--- src/rtl/fractional_scaler_mc.sv ---
// Multi-channel fixed-point fractional scaler: 2-stage stallable valid/ready pipeline with
// per-channel shadow/active factors, selectable rounding and output saturation.
module fractional_scaler_mc #(
   parameter int unsigned CHANNELS     = 4,
   parameter int unsigned IN_BIT       = 8,
   parameter int unsigned OUT_BIT      = 6,
   parameter int unsigned FRAC_BIT     = 8,
   parameter int unsigned Q_BITS       = 16,
   parameter int unsigned FI_BIT       = 2,
   parameter real         RESET_FACTOR = 0.5,
   parameter int unsigned CH_W         = (CHANNELS > 1) ? $clog2(CHANNELS) : 1
) (
   input  logic                     clk,
   input  logic                     rst,
   input  logic                     cfg_wr_i,
   input  logic [CH_W-1:0]          cfg_ch_i,
   input  logic [FI_BIT+Q_BITS-1:0] cfg_factor_i,
   input  logic                     cfg_commit_i,
   input  logic [1:0]               round_mode_i,
   input  logic                     s_valid_i,
   output logic                     s_ready_o,
   input  logic [CH_W-1:0]          s_ch_i,
   input  logic [IN_BIT-1:0]        s_data_i,
   output logic                     m_valid_o,
   input  logic                     m_ready_i,
   output logic [CH_W-1:0]          m_ch_o,
   output logic [OUT_BIT-1:0]       m_dout_o,
   output logic [FRAC_BIT-1:0]      m_frac_o,
   output logic                     m_sat_o
);

   localparam int unsigned FW = FI_BIT + Q_BITS;
   localparam int unsigned PW = IN_BIT + FW;
   localparam int unsigned D  = Q_BITS - FRAC_BIT;
   localparam int unsigned OW = OUT_BIT + FRAC_BIT;
   localparam int unsigned RW = PW - D + OW + 1;
   localparam logic [FW-1:0] RstFactor = FW'($rtoi(RESET_FACTOR * (2.0 ** Q_BITS)));

   if (Q_BITS < FRAC_BIT) begin : gen_param_check
      $error("fractional_scaler_mc: Q_BITS must be >= FRAC_BIT");
   end

   logic [FW-1:0]       shadow_q [CHANNELS];
   logic [FW-1:0]       active_q [CHANNELS];
   logic [FW-1:0]       sel_factor;
   logic [PW-1:0]       prod;
   logic                v1_q;
   logic [PW-1:0]       p1_q;
   logic [CH_W-1:0]     ch1_q;
   logic [1:0]          mode1_q;
   logic                m_valid_q, m_sat_q, sat_d;
   logic [CH_W-1:0]     m_ch_q;
   logic [OUT_BIT-1:0]  m_dout_q, dout_d;
   logic [FRAC_BIT-1:0] m_frac_q, frac_d;
   logic [RW-1:0]       rnd_val;
   logic                advance, ld1;

   assign advance   = !m_valid_q || m_ready_i;
   assign ld1       = !v1_q || advance;
   assign s_ready_o = ld1 && !rst;

   // Commit reads pre-edge shadows, so a same-cycle write waits for the next commit.
   always_ff @(posedge clk or posedge rst) begin
      if (rst) begin
         for (int i = 0; i < CHANNELS; i++) begin
            shadow_q[i] <= RstFactor;
            active_q[i] <= RstFactor;
         end
      end else begin
         for (int i = 0; i < CHANNELS; i++) begin
            if (cfg_commit_i) active_q[i] <= shadow_q[i];
            if (cfg_wr_i && (int'(cfg_ch_i) == i)) shadow_q[i] <= cfg_factor_i;
         end
      end
   end

   // Out-of-range tags fall back to channel 0's factor.
   always_comb begin
      sel_factor = active_q[0];
      for (int i = 0; i < CHANNELS; i++) begin
         if (int'(s_ch_i) == i) sel_factor = active_q[i];
      end
   end

   assign prod = PW'(s_data_i) * PW'(sel_factor);

   always_ff @(posedge clk or posedge rst) begin
      if (rst) begin
         v1_q    <= 1'b0;
         p1_q    <= '0;
         ch1_q   <= '0;
         mode1_q <= '0;
      end else if (ld1) begin
         v1_q <= s_valid_i;
         if (s_valid_i) begin
            p1_q    <= prod;
            ch1_q   <= s_ch_i;
            mode1_q <= round_mode_i;
         end
      end
   end

   if (D == 0) begin : gen_round_none
      assign rnd_val = RW'(p1_q);
   end else begin : gen_round
      localparam logic [D-1:0] Half = D'(1) << (D - 1);
      logic [PW-D-1:0] kept;
      logic [D-1:0]    rem;
      logic            inc;

      always_comb begin
         kept = p1_q[PW-1:D];
         rem  = p1_q[D-1:0];
         inc  = 1'b0;
         unique case (mode1_q)
            2'd1:    inc = (rem >= Half);
            2'd2:    inc = (rem > Half) || ((rem == Half) && kept[0]);
            default: inc = 1'b0;
         endcase
         rnd_val = RW'(kept) + RW'(inc);
      end
   end

   always_comb begin
      sat_d  = |rnd_val[RW-1:OW];
      dout_d = sat_d ? '1 : rnd_val[FRAC_BIT +: OUT_BIT];
      frac_d = sat_d ? '1 : rnd_val[FRAC_BIT-1:0];
   end

   always_ff @(posedge clk or posedge rst) begin
      if (rst) begin
         m_valid_q <= 1'b0;
         m_ch_q    <= '0;
         m_dout_q  <= '0;
         m_frac_q  <= '0;
         m_sat_q   <= 1'b0;
      end else if (advance) begin
         m_valid_q <= v1_q;
         if (v1_q) begin
            m_ch_q   <= ch1_q;
            m_dout_q <= dout_d;
            m_frac_q <= frac_d;
            m_sat_q  <= sat_d;
         end
      end
   end

   assign m_valid_o = m_valid_q;
   assign m_ch_o    = m_ch_q;
   assign m_dout_o  = m_dout_q;
   assign m_frac_o  = m_frac_q;
   assign m_sat_o   = m_sat_q;

endmodule

--- config.mk ---
export PLATFORM = sky130hd
export DESIGN_NAME = fractional_scaler_mc
export DESIGN_NICKNAME = d
export VERILOG_FILES = /design/src/rtl/fractional_scaler_mc.sv
export SDC_FILE = /design/constraint.sdc
export NUM_CORES = 1
export LEC_CHECK = 0
export CORE_MARGIN = 2
export CORE_UTILIZATION = 55
export DETAILED_ROUTE_END_ITERATION = 8
export HOLD_SLACK_MARGIN = 0.03
export PLACE_DENSITY_LB_ADDON = 0.2
export REMOVE_ABC_BUFFERS = 1
export SYNTH_ARGS = -nofsm -noshare
export SYNTH_HDL_FRONTEND = slang
export SYNTH_SLANG_ARGS = --single-unit
--- constraint.sdc ---
create_clock -name clk -period 7.45 [get_ports clk]
set_input_delay 0.745 -clock clk [delete_from_list [all_inputs] [get_ports clk]]
set_output_delay 0.745 -clock clk [all_outputs]
set_load 0.03 [all_outputs]
[After elaboration in Yosys (flattened, before gate mapping)]
Cells that the tools add are included.
Storage, ports and cells
  flip-flop bits (word level): 193
  input port bits: 38
  output and inout bits: 19
  logic and storage cells: 52
Operators by class
  add/sub/neg operators: 1
  multipliers: 1
  magnitude comparators: 2
  equality and inequality tests: 9
  multiplexer cells: 6
  reductions and logical operators: 16
Operators by type and width (number)
  $mux 18: 3
  $mul 8x18->26: 1
  $add 18x1->19: 1
  $reduce_or 19->1: 1
  $eq 2x2->1 const B: 5
  $eq 8x8->1 const B: 1
  $ge 8x8->1 const B: 1
  $gt 8x8->1 const B: 1
  $mux 8: 1
  $eq 2x1->1 const B: 3
  $logic_and 1x1->1: 6
  $mux 6: 1
  $reduce_and 2->1: 2
  $logic_not 1->1: 3
  $logic_or 1x1->1: 3
  $logic_not 2->1: 1
  $pmux 1 s2: 1

[Logic depth before layout (Yosys ltp)]
  depth in word-level cells: 7
  depth in mapped cells: 20
  depth with buffers taken out: 17

[Least setup slack after synthesis]
OpenSTA, ideal clock, no wires.
  kind: in2out
  from: input port rst
  to: output port s_ready_o
  arrival time: 5378 ps
  data required time: 6705 ps
  path slack: 1327 ps
  cell stages on the path: 2
  buffers on the path: 0
  cell sequence: inv_1 > and2_1
On the way
  cells in the longest elaborated chain, start to end: 2
RTL lines
  from (decl): RTL line 14  | input logic rst,
  $logic_not 1->1 (no source line)
  $logic_and 1x1->1: RTL line 60  | assign s_ready_o = ld1 && !rst;
  to (decl): RTL line 21  | output logic s_ready_o,
No other way between the ends.

[Final worst setup path]
  from: input port s_ch_i[0]
  to: register p1_q[20]
On the way
  cells in the longest elaborated chain, start to end: 5
  elaborated cells on any way between the ends: 7
  those cells by class: mul: 1; eq/ne: 3; mux: 3
RTL lines
  from (decl): RTL line 22  | input logic [CH_W-1:0] s_ch_i,
  $eq 2x2->1: RTL line 81  | if (int'(s_ch_i) == i) sel_factor = active_q[i];
  $mux 18 (2 in a row): RTL line 81
  $mux 18 *: RTL line 81
  $mul 8x18->26 *: RTL line 85  | assign prod = PW'(s_data_i) * PW'(sel_factor);
  to (signal assigned): RTL line 96  | p1_q <= prod;
  to (decl): RTL line 48  | logic [PW-1:0] p1_q;
Mark *: on every way between the ends. The rest lies on a longest branch, timed or not.
A chain may end at the register's enable or synchronous reset.

==> results_dict.tcl <==
set metrics [dict create \
    diodes 0 \
    clk_path_buf_depth 2 \
    clk_pin_slew_ns 0.08 \
    start_kind "primary input" \
    synth_fa_ha_area_frac 0.202 \
    cts.htree.levels 4 \
    dp_slack_ns 0.904 \
    synthDistinctLibCells 60 \
    portBuffers 56 \
    drive_above_1_share 0.199 \
    area_growth_pct 11.6 \
    cts_root_buf "clkbuf_16" \
    synth-simple-area-share 0.131 \
    max_freq_ghz 0.164 \
    tightest_slew_ns 1.08 \
    finalSetupTns_ns 0 \
    cp_data_arrival_time_ns 6.39 \
    fin_crit_sh 0.821 \
    ys_ff_latch 193 \
    worst_setup_path_end_kind "flip-flop" \
    slew_headroom 0.278 \
    vias_per_cell 5.55 \
    synth_area_per_cell_sq_um 11.4 \
    ant_nets 0 \
    yosysWarnings 0 \
    boundaryPins 57 \
    drt_iter0_drc 440 \
    drc_errors 0 \
    setup_violations 0 \
    synth_compound_area_frac 0.0552 \
    syn_inst 1107 \
    critPathMostFrequentCell "fa_1" \
    finalCriticalPeriod_ns 6.11 \
    start_util 0.559 \
    critPathKind "primary input to flip-flop" \
    cts_made_buffers 17 \
    synth_xor_area_frac 0.0139 \
    synth_top_family_by_area "adder cells" \
    fin_ws_ns 1.34 \
    chipHeight_um 155 \
    fp.dieW_um 155 \
    slew_violations 0 \
    path_cells "clkdlybuf4s50_1, buf_4, mux4_2, and2_1, fa_1, fa_1, fa_1, inv_1, fa_1, inv_1, ha_1, a211oi_1, o21ai_0, o211a_1, nor4b_2, a211o_2, a31oi_1" \
    synth_mux_area_frac 0.163 \
    grtUsageTotal 0.217 \
    drv_cap 0 \
    cpMaxStageDelayCell "mux4_2" \
    postCtsSetupBuffers 0 \
    grt_pass1_wl_um 41800 \
    die_area_sq_um 24200 \
    antenna_found_initial 0 \
    synthesis.area_sq_um 12600 \
    vias 8032 \
    worstSkewPairLatency_ns 0.45 \
    final-hold-violation-count 0 \
    gr-total-overflow 0 \
    grt_max_degree 106 \
    crit_required_ns 7.73 \
    slowest_delay_ns 0.65 \
    cts_sinks 193 \
    fin_nets 1332 \
    gp_congestion 0.809 \
    drt-total-wl_um 24300 \
    rows 55 \
    holdCritPathClass "flip-flop to flip-flop" \
    async_flop_share 1.00 \
    ys.flop_type "dfrtp_1" \
    grt_pass1_vias 8134 \
    cts_resized 0 \
    wire_per_inst_um 16.8 \
    dp_hpwl_um 16900 \
    synth_edf_count 0 \
    finalClockSkew_ns 0.0147 \
    rsz0062_at_grt "false" \
    cp_max_fo 19 \
    drt_first_pass_iters 5 \
    ctsHoldBuffers 0 \
    core_sq_um 22600 \
    outcome "completed" \
    ys_seq_area_frac 0.384 \
    cts_tree "yes" \
]
layout make-up:
class,instances,area (sq um)
fillers,1800,8490
multi-input cells,746,7140
flip-flops and latches,193,4840
repair buffers,66,631
inverters,124,473
clock buffers,18,439
well taps,285,357
clock inverters,14,198
worst max-delay path, delay by kind of cell:
kind / cells / cell delay [ns]
simple gates: 2 / 0.65
buf+inv: 4 / 0.93
compound gates: 5 / 0.92
mux: 1 / 0.65
fa+ha+maj: 5 / 2.48
final timing paths:
check	start	endpoint	slack, ns	cells after the start
setup / recovery	s_ch_i[0]	p1_q[20]$_DFFE_PP0P_	1.34	17
max in group asynchronous	rst	shadow_q[8]$_DFFE_PP0P_	5.04	3
min in group asynchronous	rst	mode1_q[1]$_DFFE_PP0P_	0.82	2
hold / removal	p1_q[7]$_DFFE_PP0P_	p1_q[7]$_DFFE_PP0P_	0.47	2
hold reg to reg	p1_q[7]$_DFFE_PP0P_	p1_q[7]$_DFFE_PP0P_	0.47	2
setup reg to reg	active_q[6]$_DFFE_PP0P_	p1_q[20]$_DFFE_PP0P_	2.21	15
metrics by stage:
step / instances / util / cell area, sq um / hold slack (ns)
6_report: 1446 / 0.624 / 14100 / 0.471
5_1_grt: 1446 / 0.624 / 14100 / 0.508
4_1_cts: 1446 / 0.624 / 14100 / 0.472
3_5_place_dp: 1414 / 0.595 / 13400 / 0.452
3_3_place_gp: 1414 / 0.595 / 13400 / 0.446
2_1_floorplan: 1063 / - / 12400 / 0.431
sequential cells by signal, summed over array words and instances, names as in the netlist, 2 cells and up:
| name | cells |
|---|---|
| active_q | 72 |
| m_dout_o | 6 |
| m_frac_o | 8 |
| shadow_q | 72 |
| mode1_q | 2 |
| ch1_q | 2 |
| p1_q | 26 |
| m_ch_o | 2 |
kinds of logic after synthesis:
| group | Yosys count |
|---|---|
| multiplexers | 165 |
| flip-flops | 193 |
| adder cells (fa/ha/maj) | 146 |
| AO/OA/AOI/OAI | 104 |
| buffers and inverters | 168 |
| AND/OR/NAND/NOR | 311 |
| XOR/XNOR | 20 |
layer usage:
metal,global-route usage,up-vias,share of wire
met1,0.317,4080,0.48
met2,0.345,140,0.47
met3,0.0292,27,0.031
met5,0,-,0
met4,0.0564,0,0.013
li1,-,3785,-
synth_stat cells, types with 4 or more instances:
library cell / number / share of area
clkbuf_1: 38 / 0.011
o21ai_0: 20 / 0.0079
dfstp_2: 8 / 0.017
xnor2_1: 7 / 0.0049
nor3_1: 5 / 0.0020
o211ai_1: 4 / 0.0024
o21a_1: 6 / 0.0036
nor2_1: 38 / 0.011
mux4_2: 18 / 0.032
o31ai_1: 6 / 0.0036
dfrtp_1: 185 / 0.37
fa_1: 96 / 0.15
nand4_1: 13 / 0.0064
nand3_1: 16 / 0.0063
nand2b_1: 5 / 0.0025
and2_1: 126 / 0.062
ha_1: 50 / 0.050
mux2_2: 146 / 0.13
inv_1: 124 / 0.037
xor2_1: 13 / 0.0090
and3_1: 6 / 0.0030
nand2_1: 81 / 0.024
a31oi_1: 6 / 0.0030
buf_2: 5 / 0.0020
a21oi_1: 33 / 0.013
layout by cell type (no fill, tap or decap), types with 7 or more instances in the layout:
cell             Yosys  final
xor2_1              13     13
mux4_2              18     18
ha_1                50     50
nand4_1             13     13
xnor2_1              7      7
nor2_1              38     38
mux2_2             146    146
buf_4                0     10
dfstp_2              8      8
nand3_1             16     16
and2_1             126    126
a21oi_1             33     33
nand2_1             81     81
clkdlybuf4s50_1      0     55
fa_1                96     96
o21ai_0             20     20
inv_1              124    123
clkbuf_16            0     17
dfrtp_1            185    185
Power is left out: the tool's default activity adds up to more than one toggle a clock period on the data nets, which glitch-free logic cannot reach.
